[config.mk]
export PLATFORM = sky130hd
export DESIGN_NAME = sqrt_iter_unit
export DESIGN_NICKNAME = d
export VERILOG_FILES = /design/src/rtl/sqrt_iter_pkg.sv /design/src/rtl/sqrt_iter_step.sv /design/src/rtl/sqrt_iter_unit.sv
export SDC_FILE = /design/constraint.sdc
export NUM_CORES = 1
export LEC_CHECK = 0
export ABC_AREA = 1
export CAP_MARGIN = 5
export CELL_PAD_IN_SITES_DETAIL_PLACEMENT = 1
export CELL_PAD_IN_SITES_GLOBAL_PLACEMENT = 1
export CORE_UTILIZATION = 44
export DETAILED_ROUTE_END_ITERATION = 8
export HOLD_SLACK_MARGIN = 0.02
export PLACE_DENSITY_LB_ADDON = 0.1
export SYNTH_ARGS = -nofsm -noshare
export SYNTH_HDL_FRONTEND = slang
export SYNTH_SLANG_ARGS = --single-unit
[constraint.sdc]
create_clock -name clk -period 11.7 [get_ports clk]
set_clock_uncertainty 0.1 [all_clocks]
set_input_delay 2.34 -clock clk [delete_from_list [all_inputs] [get_ports clk]]
set_output_delay 2.34 -clock clk [all_outputs]
set_load 0.005 [all_outputs]
[src/rtl/sqrt_iter_pkg.sv]
`default_nettype none
// =============================================================================
// Module   : sqrt_iter_pkg
// Purpose  : Shared state encoding and width helpers for the iterative sqrt unit.
// Revision : 1.0 - initial release
// =============================================================================
package sqrt_iter_pkg;

  typedef enum logic [1:0] {
    S_IDLE  = 2'd0,
    S_CALC  = 2'd1,
    S_ROUND = 2'd2,
    S_DONE  = 2'd3
  } state_t;

  function automatic int root_width(input int sizein);
    return sizein + 1;
  endfunction

  function automatic int rad_width(input int sizein);
    return 2 * sizein + 2;
  endfunction

  function automatic int cnt_width(input int n);
    return (n < 2) ? 1 : $clog2(n);
  endfunction

endpackage
`default_nettype wire

[src/rtl/sqrt_iter_step.sv]
`default_nettype none
// =============================================================================
// Module   : sqrt_iter_step
// Purpose  : One restoring square-root digit step (combinational).
// Revision : 1.0 - initial release
// =============================================================================
module sqrt_iter_step #(
  parameter int N = 17
) (
  input  logic [N:0]   i_rem,
  input  logic [N-1:0] i_root,
  input  logic [1:0]   i_bits,
  output logic [N:0]   o_rem,
  output logic [N-1:0] o_root
);

  logic [N+2:0] w_shift;
  logic [N+3:0] w_diff;
  logic         w_keep;

  // Extra top bit of w_diff acts as the borrow/sign of the trial subtraction.
  assign w_shift = {i_rem, i_bits};
  assign w_diff  = {1'b0, w_shift} - {2'b00, i_root, 2'b01};
  assign w_keep  = ~w_diff[N+3];
  assign o_rem   = w_keep ? w_diff[N:0] : w_shift[N:0];
  assign o_root  = {i_root[N-2:0], w_keep};

  // The partial remainder never exceeds 2*root, so these bits are always zero.
  logic w_unused;
  assign w_unused = &{1'b0, w_diff[N+2:N+1], w_shift[N+2:N+1], i_root[N-1]};

endmodule
`default_nettype wire

[src/rtl/sqrt_iter_unit.sv]
`default_nettype none
// =============================================================================
// Module   : sqrt_iter_unit
// Purpose  : Iterative unsigned integer square root, one root bit per cycle,
//            valid/ready in and out. Define SQRT_ROUND_EN for round-to-nearest.
// Revision : 1.0 - initial release
// =============================================================================
module sqrt_iter_unit
  import sqrt_iter_pkg::*;
#(
  parameter int SIZEIN = 16
) (
  input  logic                        clk,
  input  logic                        rst,
  input  logic                        ce,
  input  logic                        in_valid,
  output logic                        in_ready,
  input  logic [2*SIZEIN+1:0]         radicand,
  output logic                        out_valid,
  input  logic                        out_ready,
  output logic [SIZEIN:0]             root,
  output logic [SIZEIN+1:0]           remainder,
  output logic                        neg_err
);

  localparam int N  = root_width(SIZEIN);
  localparam int RW = rad_width(SIZEIN);
  localparam int CW = cnt_width(N);

  state_t        r_state;
  state_t        w_state_nx;
  logic [RW-1:0] r_rad;
  logic [N:0]    r_prem;
  logic [N-1:0]  r_proot;
  logic [CW-1:0] r_cnt;
  logic [N-1:0]  r_root_o;
  logic [N:0]    r_rem_o;
  logic          r_neg;

  logic [N:0]    w_rem_nx;
  logic [N-1:0]  w_root_nx;
  logic          w_last;

  sqrt_iter_step #(.N(N)) u_step (
    .i_rem  (r_prem),
    .i_root (r_proot),
    .i_bits (r_rad[RW-1:RW-2]),
    .o_rem  (w_rem_nx),
    .o_root (w_root_nx)
  );

  assign w_last = (r_cnt == CW'(N - 1));

  always_ff @(posedge clk or posedge rst) begin
    if (rst) r_state <= S_IDLE;
    else     r_state <= w_state_nx;
  end

  always_comb begin
    w_state_nx = r_state;
    case (r_state)
      S_IDLE: if (ce && in_valid) w_state_nx = radicand[RW-1] ? S_DONE : S_CALC;
`ifdef SQRT_ROUND_EN
      S_CALC:  if (ce && w_last) w_state_nx = S_ROUND;
      S_ROUND: if (ce) w_state_nx = S_DONE;
`else
      S_CALC:  if (ce && w_last) w_state_nx = S_DONE;
`endif
      S_DONE: if (ce && out_ready) w_state_nx = S_IDLE;
      default: w_state_nx = S_IDLE;
    endcase
  end

  always_ff @(posedge clk or posedge rst) begin
    if (rst) begin
      r_rad    <= '0;
      r_prem   <= '0;
      r_proot  <= '0;
      r_cnt    <= '0;
      r_root_o <= '0;
      r_rem_o  <= '0;
      r_neg    <= 1'b0;
    end else if (ce) begin
      case (r_state)
        S_IDLE: begin
          if (in_valid) begin
            if (radicand[RW-1]) begin
              r_root_o <= '0;
              r_rem_o  <= '0;
              r_neg    <= 1'b1;
            end else begin
              r_rad   <= radicand;
              r_prem  <= '0;
              r_proot <= '0;
              r_cnt   <= '0;
            end
          end
        end
        S_CALC: begin
          r_rad   <= {r_rad[RW-3:0], 2'b00};
          r_prem  <= w_rem_nx;
          r_proot <= w_root_nx;
          r_cnt   <= r_cnt + CW'(1);
`ifndef SQRT_ROUND_EN
          if (w_last) begin
            r_root_o <= w_root_nx;
            r_rem_o  <= w_rem_nx;
          end
`endif
        end
`ifdef SQRT_ROUND_EN
        // Remainder above the floor root means the true root is past the .5 point.
        S_ROUND: begin
          r_root_o <= r_proot + {{(N-1){1'b0}}, (r_prem > {1'b0, r_proot})};
          r_rem_o  <= r_prem;
        end
`endif
        S_DONE: if (out_ready) r_neg <= 1'b0;
        default: ;
      endcase
    end
  end

  assign in_ready  = (r_state == S_IDLE);
  assign out_valid = (r_state == S_DONE);
  assign root      = r_root_o;
  assign remainder = r_rem_o;
  assign neg_err   = r_neg;

endmodule
`default_nettype wire

# After elaboration in Yosys (flattened, before gate mapping)
# Index checks and enable logic that the tools add are counted.
classes:
  n_addsub: 2
  n_mux: 30
  n_eq_ne: 11
  bitwise: 1
  reduce_logical: 10
op_table:
  columns: ["operator", "count"]
  rows:
  - ["18-bit two-way mux", 6]
  - ["17-bit two-way mux", 5]
  - ["18-bit case mux with 2 select lines", 2]
  - ["34-bit two-way mux", 2]
  - ["17-bit case mux with 2 select lines", 2]
  - ["34-bit case mux with 2 select lines", 1]
  - ["20-bit by 19-bit subtractor with 21-bit output", 1]
  - ["5-bit two-way mux", 2]
  - ["5-bit case mux with 2 select lines", 1]
  - ["5-bit AND reduction", 2]
  - ["2-bit two-way mux", 4]
  - ["2-bit by 1-bit inequality test with 1-bit output, second input constant", 4]
  - ["2-bit inequality test, second input constant", 4]
  - ["2-bit case mux with 3 select lines", 1]
  - ["5-bit by 1-bit adder with 5-bit output, second input constant", 1]
  - ["5-bit equality test, second input constant", 1]
  - ["4-bit AND reduction", 1]
  - ["2-bit nonzero test", 2]
  - ["1-bit logical AND", 3]
  - ["1-bit two-way mux", 3]
  - ["3-bit AND reduction", 1]
  - ["2-bit by 1-bit equality test with 1-bit output, second input constant", 1]
  - ["2-bit equality test, second input constant", 1]
  - ["2-bit logical NOT", 1]
  - ["other kinds (2)", 2]
totals:
  input_bits: 39
  regBits: 112
  out_inout_bits: 38
  word_cells: 62

# Longest topological paths before layout
# Gate-level depths: netlist of run 1.
logic_depth:
  ltp_word: 4
  ltp_mapped: 15
  mapped_depth_nobuf: 14

# Modules after synthesis
# Synthesis of run 1 repeated with hierarchy kept, for this count alone.
hier_totals:
  hier_cells: 931
  area_unflattened_um2: 6661.4
modules_own_cells:
  columns: ["mod", "seq_area_each_um2", "n_inst", "area_each_um2", "cells_per_inst"]
  rows:
  - ["sqrt_iter_unit", 2802.7, 1, 5063.6, 647]
  - ["sqrt_iter_step", 0.0, 1, 1597.8, 284]

# Worst setup path before layout of run 1
# Ideal clock, no wire load.
synth_path:
  path_type: "in2reg"
  startpoint: "input port in_valid"
  endpoint: "register r_prem[11]"
  arrival_time_ns: 3.270
  path_stages: 10
  required_ns: 11.482
  n_path_buf: 2
  setup_ns: 0.118
  path_slack_ns: 8.212
  cell_sequence: "nand2_1 -> nand2_1 -> nand2_1 -> nor2_2 -> o21ai_2 -> inv_2 -> buf_6 -> buf_4 -> nand4_1 -> nand2_1"
synth_between:
  elab_chain_cells: 2
synth_rtl:
  columns: ["element", "line_no", "text"]
  rows:
  - ["start: declaration", "sqrt_iter_unit.sv:16", "input logic in_valid,"]
  - ["2-bit inequality test (no line)", null, null]
  - ["4-bit AND reduction (no line)", null, null]
  - ["end signal: assignment", "sqrt_iter_unit.sv:101", "r_prem <= w_rem_nx;"]
  - ["end: declaration", "sqrt_iter_unit.sv:33", "logic [N:0] r_prem;"]
# Every way passes these cells.
# A chain may end at the register's enable or synchronous reset.

# Worst setup path in the final report of run 1
layout_path:
  startpoint: "input port ce"
  endpoint: "register r_rad[10]"
layout_between:
  elab_chain_cells: 1
layout_rtl:
  columns: ["element", "line_no", "text"]
  rows:
  - ["start: declaration", "sqrt_iter_unit.sv:15", "input logic ce,"]
  - ["4-bit AND reduction (no line)", null, null]
  - ["end signal: assignment", "sqrt_iter_unit.sv:92", "r_rad <= radicand;"]
  - ["end signal: assignment", "sqrt_iter_unit.sv:100", "r_rad <= {r_rad[RW-3:0], 2'b00};"]
  - ["end: declaration", "sqrt_iter_unit.sv:32", "logic [RW-1:0] r_rad;"]
# Every way passes these cells.

==> results of run 1 <==
-- critical path, delay by kind of cell --
family | cells | cell delay (ns)
compound gates | 3 | 0.44
buf+inv | 4 | 2.07
simple gates | 4 | 0.43
-- where the power goes --
part / switching, W / leakage [nW] / internal [W] / total [W]
combinational: 0.000906 / 2.11 / 0.000436 / 0.00134
clock: 0.000145 / 0.136 / 0.000150 / 0.000296
sequential: 0.0000798 / 1.47 / 0.000527 / 0.000607
-- area by class of cell --
cell class	count	area, sq um
fill	1759	6150
sequential	112	2800
multi-input combinational	565	2730
timing repair buffer	81	798
inverter	127	479
clock buffer	11	243
tap	176	220
clock inverter	5	31.3
-- registers in the layout (all words and copies together) (netlist names) --
signal	cells
neg_err	1
r_cnt	5
r_prem	18
r_proot	17
r_rad	34
r_state	2
remainder	18
root	17
-- Yosys cell counts, drive strengths merged --
library cell / n / share of area, %
a21oi: 11 / 0.89
a32o: 1 / 0.16
and2: 1 / 0.10
buf: 17 / 1.7
clkbuf: 20 / 1.2
clkinv: 1 / 0.061
dfrtp: 112 / 45
ha: 20 / 4.0
inv: 126 / 7.6
nand2: 291 / 18
nand3: 58 / 4.8
nand4: 26 / 2.6
nor2: 42 / 2.7
nor3: 6 / 0.57
o2111ai: 1 / 0.14
o211ai: 30 / 3.6
o21ai: 71 / 5.8
xnor2: 1 / 0.14
xor2: 6 / 0.85
-- routing by layer --
| metal | vias up | wire, um | GRT usage, % |
|---|---|---|---|
| met5 | - | 0 | 0 |
| met4 | 0 | 171 | 5.17 |
| met3 | 15 | 511 | 4.25 |
| met2 | 78 | 8880 | 45.5 |
| met1 | 2839 | 8130 | 33.8 |
| li1 | 2776 | - | - |
-- through the flow --
stage                     setup WS (ns)  area [sq um]  hold WS (ns)  util [%]
after CTS                          6.58          7300         0.392      54.3
after global routing               6.34          7300         0.408      54.3
after global placement             6.49          7030         0.365      52.3
final                              6.53          7300         0.384      54.3
after detailed placement           6.21          7030         0.370      52.3
after floorplan                    6.30          6190         0.353         -
-- cells by family after synthesis --
family | after synthesis
simple gates | 424
buf+inv | 164
compound gates | 114
flops | 112
fa+ha+maj | 20
xor+xnor | 7
-- placed cells by master, fill, tap and decap left out, types with 2 or more instances in the layout --
| cell type | count |
|---|---|
| a21oi_1 | 11 |
| buf_4 | 5 |
| clkbuf_16 | 9 |
| clkdlybuf4s50_1 | 76 |
| clkinv_2 | 3 |
| dfrtp_1 | 112 |
| ha_1 | 20 |
| inv_1 | 123 |
| inv_2 | 2 |
| nand2_1 | 291 |
| nand3_1 | 57 |
| nand4_1 | 26 |
| nor2_1 | 40 |
| nor3_1 | 5 |
| o211ai_1 | 30 |
| o21ai_0 | 54 |
| o21ai_1 | 16 |
| xor2_1 | 6 |
-- how the worst max path moves through the flow --
| stage | start | endpoint | slack, ns | cells after the start |
|---|---|---|---|---|
| after floorplan | rst | neg_err | 6.30 | 1 |
| after global placement | ce | r_rad[18] | 6.49 | 11 |
| after detailed placement | ce | r_rad[10] | 6.21 | 11 |
| after CTS | ce | r_rad[10] | 6.58 | 11 |
| after global routing | ce | r_rad[10] | 6.34 | 11 |
| final | ce | r_rad[10] | 6.53 | 11 |
==> results.ini, run 1 <==
[cells_and_area]
post_route_cells_drive_above_1_share_pct = 3.11
diodes = 0
area_delta_synth_final_pct = 18.0
nets = 955
finalNonFillerCells = 1077

[routing]
drtIter0Drc = 264
antenna_left = 0
dr.pass1.iters = 4
post_drt_via_cell_ratio = 5.30
drt-total-wl_um = 17700
dr_total_vias = 5708
wl_per_cell_um = 16.4
drcViolationCount = 0

[clock_network]
clock_sinks = 112
clk_path_buf_depth = 2
path_clk_slew_ns = 0.08
cts-resized-gates = 0
clock_latency_ns = 0.35
cts_buffers = 9
cts-root-buf = clkbuf_16
cts_setup_buffers = 0
cts_tree = yes
h-tree-depth = 3
hold_buffers = 0

[critical_path]
required_ns = 11.85
r2r_slack_ns = 7.96
critPathKind = in -> reg
slowest_stage = buf_4
cpPeakStageDelay_ns = 0.66
worstRegToRegCells = 11
cp_max_fo = 69
crit_path_start_kind = primary input
reg2reg_to = remainder[15]
r2r-start = r_prem[12]
crit_top_cell = nand2_1
worst_ep_arrival_time_ns = 5.32
path_cells = clkdlybuf4s50_1 -> nand2_1 -> nand2_1 -> nand2_1 -> nor2_2 -> o21ai_2 -> buf_4 -> inv_2 -> buf_4 -> o211ai_1 -> o21ai_0
worst_setup_path_end_kind = flip-flop

[global_routing]
grt_pass1_vias = 6038
grt_max_degree = 84
grt_pass1_wl_um = 29800
grt.total_usage_pct = 25.9
antenna_found_initial = 0
overflow = 0

[power]
p_leak_nw = 3.72
power.density_nw_per_um2 = 307
power_w = 0.00225
vdd_drop_max_uv = 133

[floorplanning]
die_width_um = 121
rows = 42
io_pins = 77
dieArea_sq_um = 14500
die_y_um = 121
core_area_sq_um = 13500
floorplan.initialDensity_pct = 46.0

[synth]
syn_area_per_cell_sq_um = 7.36
yosys.area_share.xor_xnor_pct = 0.991
yosys.area_share.simple_pct = 28.4
synth_compound_area_share_pct = 10.6
yosysWarnings = 0
muxShareOfSynthArea_pct = 0
postSynthNetCount = 900
ys_ff_latch = 112
synth_top_family_by_area = simple AND/OR/NAND/NOR gates
syn-cell-area_sq_um = 6190
syn_inst = 841
synth_cell_type_count = 29
ys_seq_area_share_pct = 45.3
synth-adder-area-share_pct = 4.04

[placed_design]
place_inst = 1061
portBuffers = 76
gp_congestion = 0.858
dp_hpwl_um = 12500

[hold_path]
worstHoldStart = remainder[12]
hold_path_end = remainder[12]
holdPathStages = 2
min_path_type = reg -> reg

[sta]
fin_crit_sh_pct = 44.2
post-route-min-period_ns = 5.17
setup_violations = 0
max_freq_mhz = 193
worst_pin_slew_ns = 1.11
final.setup.tns_ns = 0
hold_viol_final = 0
drv_slew = 0
rsz0062_at_grt = false
slew_headroom_pct = 26.1

[flow_run]
cap_viol_max_count = 0

[run_status]
outcome = completed

Note: power is estimated with default switching activity, not from simulation.
==> inputs of run 2 (changes only) <==
--- a/config.mk
+++ b/config.mk
@@ -9,7 +9,7 @@
 export CAP_MARGIN = 5
 export CELL_PAD_IN_SITES_DETAIL_PLACEMENT = 1
 export CELL_PAD_IN_SITES_GLOBAL_PLACEMENT = 1
-export CORE_UTILIZATION = 44
+export CORE_UTILIZATION = 37
 export DETAILED_ROUTE_END_ITERATION = 8
 export HOLD_SLACK_MARGIN = 0.02
 export PLACE_DENSITY_LB_ADDON = 0.1
==> constraint.sdc (replaced) <==
create_clock -name clk -period 4.7 [get_ports clk]
set_clock_uncertainty 0.1 [all_clocks]
set_input_delay 0.94 -clock clk [delete_from_list [all_inputs] [get_ports clk]]
set_output_delay 0.94 -clock clk [all_outputs]
set_load 0.005 [all_outputs]
==> run 2 against run 1 <==
Critical path depth rose by 1. Combinational power rose to 2.5 times the previous value. Final cell count rose by 4.0%. Via count fell by 0.81%. Register-to-register slack got worse by 6.5 ns. Sequential share of layout area fell by 0.60 points. Total power rose to 2.5 times the previous value. Die area rose by 19%. Wire length fell by 2.2%. Worst setup slack got worse by 5.0 ns. Largest cell class unchanged. Largest power group unchanged. Highest routed layer unchanged.
==> results.ini, run 2 (same netlist as run 1, synthesis figures left out) <==
[clock_network]
hold_buffers = 0  ; unchanged
clock_latency_ns = 0.37  ; +0.02 ns
cts-root-buf = clkbuf_16
clock_sinks = 112  ; unchanged
h-tree-depth = 3  ; unchanged
clk_path_buf_depth = 2  ; unchanged
cts_buffers = 9  ; unchanged
cts-resized-gates = 0  ; unchanged
cts_tree = yes
cts_setup_buffers = 0  ; unchanged
path_clk_slew_ns = 0.08  ; about the same

[sta]
hold_ws_ns = 0.385  ; +0.000337 ns
max_freq_mhz = 312
rsz0062_at_grt = false
worst_pin_slew_ns = 0.930  ; -0.178 ns
fin_crit_sh_pct = 68.1
setup_violations = 0  ; unchanged
hold_viol_final = 0  ; unchanged
setup_slack_ns = 1.50  ; -5.03 ns
drv_slew = 0  ; unchanged
final.setup.tns_ns = 0  ; unchanged
post-route-min-period_ns = 3.20
slew_headroom_pct = 38.0  ; +12 points

[placed_design]
place_inst = 1104  ; +4.1%
portBuffers = 76  ; unchanged
gp_congestion = 0.892  ; +4.0%
dp_slack_ns = 1.14  ; -5.07 ns
dp_hpwl_um = 12700  ; +1.7%

[routing]
drtIter0Drc = 229  ; -13%
wl_per_cell_um = 15.5  ; -5.9%
drcViolationCount = 0  ; unchanged
drt-total-wl_um = 17300  ; -2.2%
dr.pass1.iters = 4  ; unchanged
post_drt_via_cell_ratio = 5.06  ; -4.6%
antenna_left = 0  ; unchanged
dr_total_vias = 5662  ; -0.81%

[cells_and_area]
largest_reg_flops = 34  ; unchanged
utilization_pct = 46.0  ; -8.3 points
regMostFlops = r_rad
area_delta_synth_final_pct = 19.9
finalNonFillerCells = 1120  ; +4.0%
final_cell_mix = nand2_1, inv_1, dfrtp_1, clkdlybuf4s50_1, nand3_1
multi_input_area_sq_um = 2730  ; unchanged
fillCellCount = 2005  ; +14%
post_route_cells_drive_above_1_share_pct = 3.43  ; +0.32 points
seqCellArea_sq_um = 2800  ; unchanged
nets = 958  ; +0.31%
layout_commonest_cell = nand2_1
diodes = 0  ; unchanged

[critical_path]
worst-path-buf-inv = 2  ; -2
cpPeakStageDelay_ns = 0.43  ; -0.23 ns
path_cells = ha_1 -> nand2_1 -> nor2_1 -> inv_1 -> nor2_1 -> nand3_1 -> nand3_2 -> buf_4 -> nand2_1 -> nand2_1 -> nand3_1 -> nand2_1
critical-path-top-delay-family = simple AND/OR/NAND/NOR gates
worst_setup_path_end_kind = flip-flop
cp_max_fo = 14  ; -80%
critPathKind = reg -> reg
required_ns = 4.90  ; -6.95 ns
crit_top_cell = nand2_1
slowest_stage = dfrtp_1
worst_ep_arrival_time_ns = 3.40  ; -1.92 ns
crit_path_start_kind = flip-flop

[global_routing]
grt_max_degree = 97  ; +15%
overflow = 0  ; unchanged
grt.total_usage_pct = 21.1  ; -4.8 points
grt_pass1_vias = 5847  ; -3.2%
grt_pass1_wl_um = 29200  ; -2.0%
antenna_found_initial = 0  ; unchanged

[floorplanning]
floorplan.initialDensity_pct = 38.4  ; -7.6 points
dieArea_sq_um = 17200  ; +19%
rows = 46  ; +9.5%
die_y_um = 131  ; +8.9%
core_area_sq_um = 16100  ; +20%
die_width_um = 131  ; +8.9%
io_pins = 77  ; unchanged

[flow_run]
cap_viol_max_count = 0  ; unchanged

[power]
vdd_drop_max_uv = 371  ; +180%
p_leak_nw = 3.75  ; +0.79%
power.density_nw_per_um2 = 763  ; +150%

[hold_path]
min_path_type = reg -> reg

[run_status]
outcome = completed

## run 2: changes by cell type in the layout (fill, tap and decap cells not counted)
| cell | previous run | this run |
|---|---|---|
| clkbuf_8 | 1 | 0 |
| clkinv_2 | 3 | 0 |
| inv_8 | 0 | 1 |
| inv_6 | 1 | 2 |
| bufinv_16 | 0 | 1 |
| clkinv_4 | 0 | 1 |
| buf_12 | 0 | 1 |
| buf_4 | 5 | 7 |
## run 2: tightest hold or removal path: stages (launching register included)
cell and delay (ns):
dfrtp_1 0.35, nand2_1 0.05, nand2_1 0.05
## run 2: cell type report
class                   count  area share (%)
clock buffers              10            3.09
flip-flops and latches    112            37.8
inverters                 127            6.46
clock inverters             6            1.01
multi-input cells         565            36.8
well taps                 216            3.64
repair buffers             84            11.2
## run 2: report_power, final
group	internal, W	leakage [nW]	switching (W)
Clock	0.000423	0.146	0.000381
Combinational	0.00112	2.13	0.00223
Sequential	0.00131	1.47	0.000189
Total	0.00286	3.75	0.00280
## run 2: per-stage QoR
step                instance area (sq um)  power (W)
detailed placement                   7110    0.00487
finish                               7420    0.00566
CTS                                  7420    0.00571
global placement                     7110    0.00475
floorplan                            6190    0.00379
global route                         7420    0.00621
## run 2: routing by layer
| metal | vias up | share of wire [%] | global-route usage [%] |
|---|---|---|---|
| met5 | - | 0 | 0 |
| li1 | 2799 | - | - |
| met3 | 18 | 3.5 | 2.82 |
| met4 | 0 | 1.7 | 7.75 |
| met1 | 2761 | 48 | 28.2 |
| met2 | 84 | 47 | 35.1 |
## run 2: final timing paths
kind / startpoint / to / slack [ns] / cells past startpoint
max in group asynchronous: rst / r_prem[12] / 2.74 / 3
max: r_prem[4] / remainder[17] / 1.50 / 12
min in group asynchronous: rst / root[1] / 1.00 / 2
min reg2reg: remainder[7] / remainder[7] / 0.38 / 2
max reg2reg: r_prem[4] / remainder[17] / 1.50 / 12
min: remainder[7] / remainder[7] / 0.38 / 2
